<file path="src/rtl/traffic_phase_scheduler.sv">
// traffic_phase_scheduler: round-robin 4-phase green/yellow/all-red sequencer with preempt; clock/clear in, req/preempt/preempt_phase in, lights/cur_phase/in_green/phase_start out
module traffic_phase_scheduler #(
  parameter int MIN_GREEN = 8,
  parameter int MAX_GREEN = 20,
  parameter int YELLOW    = 4,
  parameter int ALL_RED   = 2
) (
  input  logic       clock,
  input  logic       clear,
  input  logic [3:0] req,
  input  logic       preempt,
  input  logic [1:0] preempt_phase,
  output logic [7:0] lights,
  output logic [1:0] cur_phase,
  output logic       in_green,
  output logic       phase_start
);
  typedef enum logic [1:0] {S_ALLRED, S_GREEN, S_YELLOW} state_t;
  state_t     state_q, state_d;
  logic [7:0] timer_q, timer_d;
  logic [3:0] pend_q, pend_d;
  logic [1:0] cur_q, cur_d;
  logic [3:0] pending, cur_oh;
  logic [1:0] rr, pick;
  logic       other, ar_ready, grant, g_exit, g_sat, y_done;
  always_comb begin
    pending  = pend_q | req;
    cur_oh   = 4'b1 << cur_q;
    other    = |(pending & ~cur_oh);
    rr       = cur_q;
    for (int i = 4; i >= 1; i--)
      if (pending[2'(cur_q + 2'(i))]) rr = 2'(cur_q + 2'(i));
    pick     = preempt ? preempt_phase : rr;
    ar_ready = timer_q >= 8'(ALL_RED - 1);
    grant    = ar_ready && (preempt || |pending);
    g_sat    = timer_q == 8'(MAX_GREEN - 1);
    g_exit   = preempt ? preempt_phase != cur_q
                       : other && (g_sat || (timer_q >= 8'(MIN_GREEN - 1) && !req[cur_q]));
    y_done   = timer_q == 8'(YELLOW - 1);
  end
  always_comb begin
    state_d = state_q;
    timer_d = timer_q + 8'd1;
    pend_d  = pending;
    cur_d   = cur_q;
    case (state_q)
      S_ALLRED: begin
        if (grant) begin
          state_d = S_GREEN;
          timer_d = '0;
          cur_d   = pick;
          pend_d  = pending & ~(4'b1 << pick);
        end else if (ar_ready) begin
          timer_d = timer_q;
        end
      end
      S_GREEN: begin
        pend_d = pending & ~cur_oh;
        if (g_exit) begin
          state_d = S_YELLOW;
          timer_d = '0;
        end else if (g_sat) begin
          timer_d = timer_q;
        end
      end
      S_YELLOW: begin
        if (y_done) begin
          state_d = S_ALLRED;
          timer_d = '0;
        end
      end
      default: begin
        state_d = S_ALLRED;
        timer_d = '0;
      end
    endcase
  end
  always_ff @(posedge clock) begin
    if (clear) begin
      state_q <= S_ALLRED;
      timer_q <= '0;
      pend_q  <= '0;
      cur_q   <= 2'd3;
    end else begin
      state_q <= state_d;
      timer_q <= timer_d;
      pend_q  <= pend_d;
      cur_q   <= cur_d;
    end
  end
  assign in_green    = state_q == S_GREEN;
  assign phase_start = in_green && timer_q == 8'd0;
  assign cur_phase   = cur_q;
  assign lights      = in_green ? 8'b10 << {cur_q, 1'b0}
                     : state_q == S_YELLOW ? 8'b01 << {cur_q, 1'b0} : 8'h00;
endmodule

</file>
<file path="config.mk">
export PLATFORM = sky130hd
export DESIGN_NAME = traffic_phase_scheduler
export DESIGN_NICKNAME = d
export VERILOG_FILES = /design/src/rtl/traffic_phase_scheduler.sv
export SDC_FILE = /design/constraint.sdc
export NUM_CORES = 1
export LEC_CHECK = 0
export ABC_AREA = 1
export BUFFER_PORTS_ARGS = -buffer_cell sky130_fd_sc_hd__buf_2
export CAP_MARGIN = 0
export CORE_ASPECT_RATIO = 0.9
export CORE_MARGIN = 10
export CORE_UTILIZATION = 26
export DETAILED_ROUTE_END_ITERATION = 16
export PLACE_DENSITY = 0.39
export SYNTH_ARGS = -nofsm -noshare
export SYNTH_HDL_FRONTEND = slang
export SYNTH_SLANG_ARGS = --single-unit
</file>
<file path="constraint.sdc">
create_clock -name clock -period 4.8 [get_ports clock]
set_input_delay 0.24 -clock clock [delete_from_list [all_inputs] [get_ports clock]]
set_output_delay 0.24 -clock clock [all_outputs]
set_load 0.005 [all_outputs]
</file>
==> results.sh <==
export IMPL_static_leakage_power_nw=0.757
export IMPL_port_buffers=20
export IMPL_route_detailed_wl_per_inst_um=12.9
export IMPL_postRouteWirelength_um=3870
export IMPL_peakVddDrop_v=0.000168
export IMPL_dp_hpwl_um=3190
export IMPL_postSynthAreaPerCell_um2=6.30
export IMPL_hold_slack_ps=316
export IMPL_initial_detailed_routing_violation_count=70
export IMPL_drv_cap=0
export IMPL_holdBufCountCts=0
export IMPL_globalRouteTotalUtil_pct=9.51
export IMPL_layout_nets=252
export IMPL_number_of_placed_i_o_pins=21
export IMPL_clock_slew_seen_by_the_registers_of_the_worst_setup_and_hold_paths_ps=70
export IMPL_async_flop_share_pct=0
export IMPL_synth_seq_cells=16
export IMPL_sequential_area_share_after_synthesis_pct=23.9
export IMPL_cts_max_level=1
export IMPL_post_cts_setup_bufs=0
export IMPL_clockRootBuffer="clkbuf_8"
export IMPL_synth_main_ff_cell="dfxtp_1"
export IMPL_number_of_synthesis_warnings=0
export IMPL_relative_max_transition_margin_pct=60.2
export IMPL_drive_gt1_share_pct=20.9
export IMPL_rows=24
export IMPL_synth_cells=213
export IMPL_crit_path_end_kind="register"
export IMPL_tritoncts="done"
export IMPL_grt_overflow_total=0
export IMPL_outcome="complete, no violations"
export IMPL_numCtsBuffers=3
export IMPL_fmax_mhz=467
export IMPL_synth_compound_area_share_pct=13.2
export IMPL_type_of_the_worst_setup_path="register to register"
export IMPL_antenna_cells=0
export IMPL_synth_simple_gate_area_share_pct=40.3
export IMPL_maxSlewViolCount=0
export IMPL_yosys_area_share_adder_pct=6.52
export IMPL_drc=0
export IMPL_finalHoldViolCount=0
export IMPL_initial_core_util_pct=27.3
export IMPL_worst_endpoint_arrival_ps=2320
export IMPL_detail_route_antenna_nets=0
export IMPL_placeableCoreArea_um2=4920
export IMPL_setup_repair_after_global_routing_missed_its_margin="false"
export IMPL_vias=1360
export IMPL_cts_buffer_depth=2
export IMPL_required_time_of_the_critical_path_ps=4980
export IMPL_sink_count_of_the_clock_tree=16
export IMPL_layout_min_cycle_time_ps=2140
export IMPL_dieArea_um2=8440
export IMPL_n_fill_cell=573
export IMPL_die_height_um=88.2
export IMPL_mostFrequentLayoutCell="nand2_1"
export IMPL_clock_latency_of_the_later_clocked_register_in_the_worst_skew_pair_ps=250
export IMPL_power_per_cell_area_nw_per_um2=464
export IMPL_combinational_family_with_the_most_area_after_synthesis="simple AND/OR/NAND/NOR gates"
export IMPL_layout_common_cells="nand2_1 (46), inv_1 (34), nor2_1 (29)"
export IMPL_viasPerCell=4.53
export IMPL_synth_nets=229
export IMPL_ctsResizeCount=0
export IMPL_yosysUniqueCellTypes=32
export IMPL_grt_max_degree=14
export IMPL_first_global_vias=1251
export IMPL_worstSetupStartpointType="register"
export IMPL_fin_util_pct=31.8
export IMPL_die_width_um=95.7
export IMPL_gp_routability_congestion=0.755
export IMPL_worst_pin_slew_ps=596
export IMPL_antenna_violations_before_repair=0
export IMPL_synthXorXnorAreaFrac_pct=3.26
export IMPL_critical_path_max_fanout=13
export IMPL_setup_viol_count_final=0
export IMPL_synthesis_area_um2=1340
export IMPL_post_synth_mux_area_share_pct=0
export IMPL_final_min_period_over_clock_period_pct=44.6
export IMPL_layout_area_overhead_vs_synth_pct=16.5
export IMPL_hp_class="input port to register"
export IMPL_wire_length_of_the_first_global_routing_pass_um=6270
export IMPL_synth_enable_flop_cells=0
export IMPL_worst_clock_skew_ps=3.38
export IMPL_first_pass_iters=4
export IMPL_timing_setup_tns_ps=0
export IMPL_total_power_uw=725
## final timing paths
| check | startpoint | depth (start not counted) | end | slack, ps |
|---|---|---|---|---|
| min | clear | 2 | state_q[1]$_SDFFE_PP0P_ | 320 |
| max reg2reg | cur_phase[0]$_SDFFE_PP1P_ | 12 | pend_q[0]$_SDFF_PP0_ | 2660 |
| min reg2reg | timer_q[7]$_SDFFE_PP0P_ | 2 | timer_q[7]$_SDFFE_PP0P_ | 510 |
| max | cur_phase[0]$_SDFFE_PP1P_ | 12 | pend_q[0]$_SDFF_PP0_ | 2660 |
## flip-flops by register name, indices dropped and copies added, names as in the netlist
| signal | flops |
|---|---|
| timer_q | 8 |
| pend_q | 4 |
| cur_phase | 2 |
| state_q | 2 |
## cells by family after synthesis
group / Yosys count
AND/OR/NAND/NOR: 114
buffers and inverters: 42
AO/OA/AOI/OAI: 29
flip-flops: 16
adder cells (fa/ha/maj): 7
XOR/XNOR: 5
## per-stage QoR
| step | cell area, um^2 | cells | setup slack (ps) |
|---|---|---|---|
| after floorplan | 1340 | 213 | 3110 |
| after global placement | 1510 | 296 | 2690 |
| after detailed placement | 1510 | 296 | 2680 |
| after CTS | 1560 | 300 | 2670 |
| after global routing | 1560 | 300 | 2510 |
| final | 1560 | 300 | 2660 |
## routing by layer
metal | track usage [%] | share of wire, % | vias up
met5 | 0 | 0 | -
met4 | 2.41 | 0.59 | 0
met3 | 3.08 | 6.4 | 2
met2 | 12.8 | 39 | 30
met1 | 13.9 | 54 | 611
li1 | - | - | 717
## cell usage after synthesis, types with 2 or more instances
cell | number | area (um^2)
xnor2_1 | 2 | 17.5
ha_1 | 7 | 87.6
o21ai_1 | 4 | 20.0
nand4_1 | 4 | 25.0
nor2_1 | 29 | 109
o211ai_1 | 2 | 15.0
nor2_2 | 3 | 18.8
nand3_1 | 16 | 80.1
o21ai_0 | 5 | 25.0
or3_1 | 2 | 12.5
a31oi_1 | 4 | 25.0
inv_2 | 4 | 15.0
a21oi_2 | 3 | 26.3
a21oi_1 | 10 | 50.1
xor2_1 | 3 | 26.3
dfxtp_1 | 16 | 320
nand3_2 | 3 | 30.0
nand2_1 | 46 | 173
nand2_2 | 3 | 18.8
inv_1 | 34 | 128
nor3_1 | 2 | 10.0
## final cells by class
cell class                      count  area (um^2)  share of cell area [%]
Timing Repair Buffer               20          100                    6.40
Multi-Input combinational cell    155          850                    54.3
Clock buffer                        4         55.1                    3.52
Tap cell                           65         81.3                    5.20
Sequential cell                    16          320                    20.5
Inverter                           40          158                    10.1
## where the power goes
group	leakage, nW	switching [mW]	internal [mW]
combinational	0.597	0.264	0.140
sequential	0.131	0.0345	0.163
clock	0.0288	0.0522	0.0729
total	0.757	0.350	0.375
## critical path, stage by stage (launching register included)
cell	delay, ps
dfxtp_1	700
inv_6	100
ha_1	360
inv_1	60
nand3_1	100
nand2_1	60
inv_1	100
nand2_1	70
nand2_1	50
nand3_1	70
nand2_1	140
inv_1	100
a21oi_1	160
No activity file was read; power rests on OpenSTA's default activity.
